==> config.mk <==
export PLATFORM = sky130hd
export DESIGN_NAME = ps2_scancode_ascii_rom
export DESIGN_NICKNAME = d
export VERILOG_FILES = /design/src/rtl/ps2_pkg.sv /design/src/rtl/ps2_scancode_ascii_rom.sv
export SDC_FILE = /design/constraint.sdc
export NUM_CORES = 1
export LEC_CHECK = 0
export ABC_AREA = 1
export BUFFER_PORTS_ARGS = -buffer_cell sky130_fd_sc_hd__buf_2
export CAP_MARGIN = 10
export CORE_AREA = 4 4 50 52
export DETAILED_ROUTE_END_ITERATION = 10
export DIE_AREA = 0 0 54 56
export PLACE_DENSITY = 0.75
export SYNTH_ARGS = -nofsm -noshare
export SYNTH_HDL_FRONTEND = slang
export SYNTH_SLANG_ARGS = --single-unit
==> constraint.sdc <==
create_clock -name clk -period 0.8 [get_ports clk]
set_clock_uncertainty 0.05 [all_clocks]
set_input_delay 0 -clock clk [delete_from_list [all_inputs] [get_ports clk]]
set_output_delay 0 -clock clk [all_outputs]
set_load 0.02 [all_outputs]
==> src/rtl/ps2_pkg.sv <==
// Shared PS/2 Set-2 scan-code constants and ASCII helper values for the
// keyboard decode path.
package ps2_pkg;

    localparam logic [7:0] PS2_BREAK  = 8'hF0;
    localparam logic [7:0] PS2_EXT    = 8'hE0;
    localparam logic [7:0] ASCII_NONE = 8'h00;

    localparam logic [7:0] KC_A = 8'h1C, KC_B = 8'h32, KC_C = 8'h21, KC_D = 8'h23;
    localparam logic [7:0] KC_E = 8'h24, KC_F = 8'h2B, KC_G = 8'h34, KC_H = 8'h33;
    localparam logic [7:0] KC_I = 8'h43, KC_J = 8'h3B, KC_K = 8'h42, KC_L = 8'h4B;
    localparam logic [7:0] KC_M = 8'h3A, KC_N = 8'h31, KC_O = 8'h44, KC_P = 8'h4D;
    localparam logic [7:0] KC_Q = 8'h15, KC_R = 8'h2D, KC_S = 8'h1B, KC_T = 8'h2C;
    localparam logic [7:0] KC_U = 8'h3C, KC_V = 8'h2A, KC_W = 8'h1D, KC_X = 8'h22;
    localparam logic [7:0] KC_Y = 8'h35, KC_Z = 8'h1A;

    localparam logic [7:0] KC_0 = 8'h45, KC_1 = 8'h16, KC_2 = 8'h1E, KC_3 = 8'h26;
    localparam logic [7:0] KC_4 = 8'h25, KC_5 = 8'h2E, KC_6 = 8'h36, KC_7 = 8'h3D;
    localparam logic [7:0] KC_8 = 8'h3E, KC_9 = 8'h46;

    localparam logic [7:0] KC_BACKTICK  = 8'h0E, KC_MINUS    = 8'h4E, KC_EQUAL  = 8'h55;
    localparam logic [7:0] KC_LBRACKET  = 8'h54, KC_RBRACKET = 8'h5B, KC_BSLASH = 8'h5D;
    localparam logic [7:0] KC_SEMICOLON = 8'h4C, KC_QUOTE    = 8'h52, KC_COMMA  = 8'h41;
    localparam logic [7:0] KC_PERIOD    = 8'h49, KC_SLASH    = 8'h4A;

    localparam logic [7:0] KC_SPACE = 8'h29, KC_ENTER = 8'h5A, KC_BKSP = 8'h66;
    localparam logic [7:0] KC_TAB   = 8'h0D, KC_ESC   = 8'h76;

endpackage

==> src/rtl/ps2_scancode_ascii_rom.sv <==
// Set-2 make code to ASCII lookup with a single registered output stage.
// Unmapped codes, prefixes and idle (0x00) all produce 0x00.
module ps2_scancode_ascii_rom
    import ps2_pkg::*;
#(
    parameter bit LOWERCASE = 1'b1
) (
    input  logic       clk,
    input  logic       clrn,
    input  logic [7:0] scancode,
    output logic [7:0] ascii
);

    localparam logic [7:0] LETTER_BASE = LOWERCASE ? 8'h61 : 8'h41;

    logic [7:0] ascii_d;
    logic [7:0] ascii_q;

    always_comb begin
        ascii_d = ASCII_NONE;
        case (scancode)
            KC_A: ascii_d = LETTER_BASE + 8'd0;
            KC_B: ascii_d = LETTER_BASE + 8'd1;
            KC_C: ascii_d = LETTER_BASE + 8'd2;
            KC_D: ascii_d = LETTER_BASE + 8'd3;
            KC_E: ascii_d = LETTER_BASE + 8'd4;
            KC_F: ascii_d = LETTER_BASE + 8'd5;
            KC_G: ascii_d = LETTER_BASE + 8'd6;
            KC_H: ascii_d = LETTER_BASE + 8'd7;
            KC_I: ascii_d = LETTER_BASE + 8'd8;
            KC_J: ascii_d = LETTER_BASE + 8'd9;
            KC_K: ascii_d = LETTER_BASE + 8'd10;
            KC_L: ascii_d = LETTER_BASE + 8'd11;
            KC_M: ascii_d = LETTER_BASE + 8'd12;
            KC_N: ascii_d = LETTER_BASE + 8'd13;
            KC_O: ascii_d = LETTER_BASE + 8'd14;
            KC_P: ascii_d = LETTER_BASE + 8'd15;
            KC_Q: ascii_d = LETTER_BASE + 8'd16;
            KC_R: ascii_d = LETTER_BASE + 8'd17;
            KC_S: ascii_d = LETTER_BASE + 8'd18;
            KC_T: ascii_d = LETTER_BASE + 8'd19;
            KC_U: ascii_d = LETTER_BASE + 8'd20;
            KC_V: ascii_d = LETTER_BASE + 8'd21;
            KC_W: ascii_d = LETTER_BASE + 8'd22;
            KC_X: ascii_d = LETTER_BASE + 8'd23;
            KC_Y: ascii_d = LETTER_BASE + 8'd24;
            KC_Z: ascii_d = LETTER_BASE + 8'd25;
            KC_0: ascii_d = 8'h30;
            KC_1: ascii_d = 8'h31;
            KC_2: ascii_d = 8'h32;
            KC_3: ascii_d = 8'h33;
            KC_4: ascii_d = 8'h34;
            KC_5: ascii_d = 8'h35;
            KC_6: ascii_d = 8'h36;
            KC_7: ascii_d = 8'h37;
            KC_8: ascii_d = 8'h38;
            KC_9: ascii_d = 8'h39;
            KC_BACKTICK:  ascii_d = 8'h60;
            KC_MINUS:     ascii_d = 8'h2D;
            KC_EQUAL:     ascii_d = 8'h3D;
            KC_LBRACKET:  ascii_d = 8'h5B;
            KC_RBRACKET:  ascii_d = 8'h5D;
            KC_BSLASH:    ascii_d = 8'h5C;
            KC_SEMICOLON: ascii_d = 8'h3B;
            KC_QUOTE:     ascii_d = 8'h27;
            KC_COMMA:     ascii_d = 8'h2C;
            KC_PERIOD:    ascii_d = 8'h2E;
            KC_SLASH:     ascii_d = 8'h2F;
            KC_SPACE: ascii_d = 8'h20;
            KC_ENTER: ascii_d = 8'h0D;
            KC_BKSP:  ascii_d = 8'h08;
            KC_TAB:   ascii_d = 8'h09;
            KC_ESC:   ascii_d = 8'h1B;
            // Break/extended prefixes fall through to ASCII_NONE.
            default:  ascii_d = ASCII_NONE;
        endcase
    end

    always_ff @(posedge clk or negedge clrn) begin
        if (!clrn) begin
            ascii_q <= ASCII_NONE;
        end else begin
            ascii_q <= ascii_d;
        end
    end

    assign ascii = ascii_q;

endmodule

==> impl_metrics.yaml <==
outcome:
  status: "finished with violations"
  violations: "negative setup slack"
power_and_ir_drop:
  switching_share: 0.407
  combPwrFrac: 0.549
  power_density_nw_per_um2: 971
  ir_worst_vdd_mv: 0.632
  power_switching_uw: 653
  pwr-share-clk: 0.204
  p_int_uw: 952
  leakage_nw: 0.861
  power_frac_seq: 0.247
global_route:
  antenna_found_initial: 0
  grt_pass1_vias: 1437
  grt_max_degree: 13
  overflow: 0
  globalRouteTotalUtil: 0.263
  grt_pass1_wl_um: 6260
cells_and_area:
  largest_reg_flops: 7
  drive_above_1_share: 0.336
  antenna_cells: 0
  fillCellCount: 148
  final_core_util: 0.785
  fin_nets: 263
  fin_cells: 272
  area_delta_synth_final_pct: 51.8
run:
  max-cap-violations: 0
worst_hold_path:
  hold_path_class: "input pin to flip-flop"
  holdCritStartpoint: "scancode[7]"
  hold_path_end: "ascii[4]"
  hold_path_depth: 4
clocking:
  cts_buffers: 3
  cts_max_level: 1
  path_clk_slew_ns: 0.06
  cts_num_sinks: 7
  cts_tree: "done"
  root_buffer: "clkbuf_4"
  cts_max_path_buffers: 2
logic_synthesis:
  syn-instance-count: 199
  yosys_warnings: 0
  async_flop_share: 1.00
  synth.distinct_cells: 19
  synth_seq_cells: 7
  synth_top_area_cell: "nand2_1"
  yosysTopAreaCellShare: 0.248
  synth.yosys.seq_area_share: 0.161
  ys.flop_type: "dfrtp_1"
  synth_nets: 217
  ys_top_cells_by_count: "nand2_1, nand3_1, nor2_1"
  synth_edf_count: 0
  synthTopCellsByArea: "nand2_1, dfrtp_1, nand3_1"
  synth_area_um2: 1090
  yosysMostFrequentCell: "nand2_1"
  syn_area_per_cell_um2: 5.47
routing:
  viasPerCell: 5.73
  ant_nets: 0
  wl_per_cell_um: 14.3
  drc: 0
  drt-total-wl_um: 3880
  vias: 1558
  drtPass1Iterations: 5
  dr.first_iter.drc_count: 131
place:
  post-place-ws_ns: -0.552
  io_buffer_count: 16
  routabilityCongestion: 1.04
  dp.final_hpwl_um: 2860
  placed_cells: 263
floorplan:
  die_area_um2: 3020
  core_area_um2: 2110
  initial_core_util: 0.517
  die_y_um: 56
  placementRows: 17
  dieWidth_um: 54
  io_pins: 18
timing:
  fmax_mhz: 981
  whs_ns: 0.00353
  finalMaxSlewViolations: 0
  min_period_over_period: 1.27
  finalSetupViolCount: 12
  rsz0062_at_grt: "true"
  tns_ns: -1.35
  hold_viol_final: 0
  worst_slack_ns: -0.219
  final.min_clock_period_ns: 1.02
critical_path:
  required_ns: 0.89
  worstSetupPathType: "input pin to flip-flop"
  crit_path_max_fanout: 5
  end_kind: "flip-flop"
  start_kind: "input pin"
  critical_path_arrival_ns: 1.11
logic make-up after synthesis:
logic type                 share of synthesized area
buffers and inverters                          0.116
and+or+nand+nor                                0.478
other                                        0.00344
adders and majority gates                     0.0920
AOI/OAI and AO/OA                              0.149
DFF                                            0.161
worst max-delay path by stage:
stage,start,to,slack [ns],cells past startpoint
final,scancode[1],ascii[0],-0.22,9
after global routing,scancode[1],ascii[4],-0.31,11
after CTS,scancode[1],ascii[4],-0.24,11
after detailed placement,scancode[1],ascii[2],-0.55,11
after global placement,scancode[0],ascii[1],-0.50,9
after floorplan,scancode[1],ascii[2],-0.23,10
metrics by stage:
step	power (mW)	area, um2
global route	1.71	1650
CTS	1.54	1610
floorplan	0.853	1130
global placement	1.11	1420
detailed placement	1.12	1420
finish	1.61	1650
layer usage:
metal  vias to the layer above  share of wire  global-route usage
met4                         0          0.035              0.0925
met1                       691           0.36               0.315
li1                        740              -                   -
met5                         -              0                   0
met2                       102           0.50               0.448
met3                        25          0.099              0.0509
final cells by class:
type,count,area (um2),area share
multi-input cells,166,921,0.557
repair buffers,51,423,0.256
flip-flops and latches,7,175,0.106
inverters,16,72.6,0.0439
well taps,28,35.0,0.0212
clock buffers,4,26.3,0.0159
cell usage in the layout (no fill, tap or decap), drive strengths merged:
cell type / synthesis / final
a21oi: 13 / 13
buf: 9 / 49
clkbuf: 1 / 4
clkinvlp: 0 / 2
conb: 1 / 1
dfrtp: 7 / 7
dlygate4sd3: 0 / 2
ha: 8 / 8
inv: 16 / 14
nand2: 72 / 72
nand3: 35 / 35
nand4: 1 / 1
nor2: 17 / 17
nor3: 1 / 1
o211ai: 3 / 3
o21ai: 15 / 15
power groups by stage:
stage          combinational (mW)  clock, mW  sequential [mW]
2_1_floorplan               0.423          0            0.430
3_5_place_dp                0.730          0            0.394
6_report                    0.882      0.328            0.396
4_1_cts                     0.825      0.320            0.395
5_1_grt                     0.957      0.355            0.397
3_3_place_gp                0.722          0            0.393
critical path, cell delays in order:
cell and delay, ns:
buf_8 0.08, clkinvlp_4 0.15, ha_2 0.25, nor2_1 0.12, nor2_1 0.08, a21oi_1 0.16
nand2_1 0.07, a21oi_1 0.13, nor2_1 0.06
repair_timing:
| item | in CTS | in global routing |
|---|---|---|
| hold endpoints to repair | 9 | 0 |
| gates resized for setup | 33 | 10 |
| setup endpoints to repair | 14 | 14 |
| buffers inserted | 1 | 2 |
| hold buffers | 2 | 0 |
| pin swaps | 11 | 12 |
Note: power is estimated with default switching activity, not from simulation.
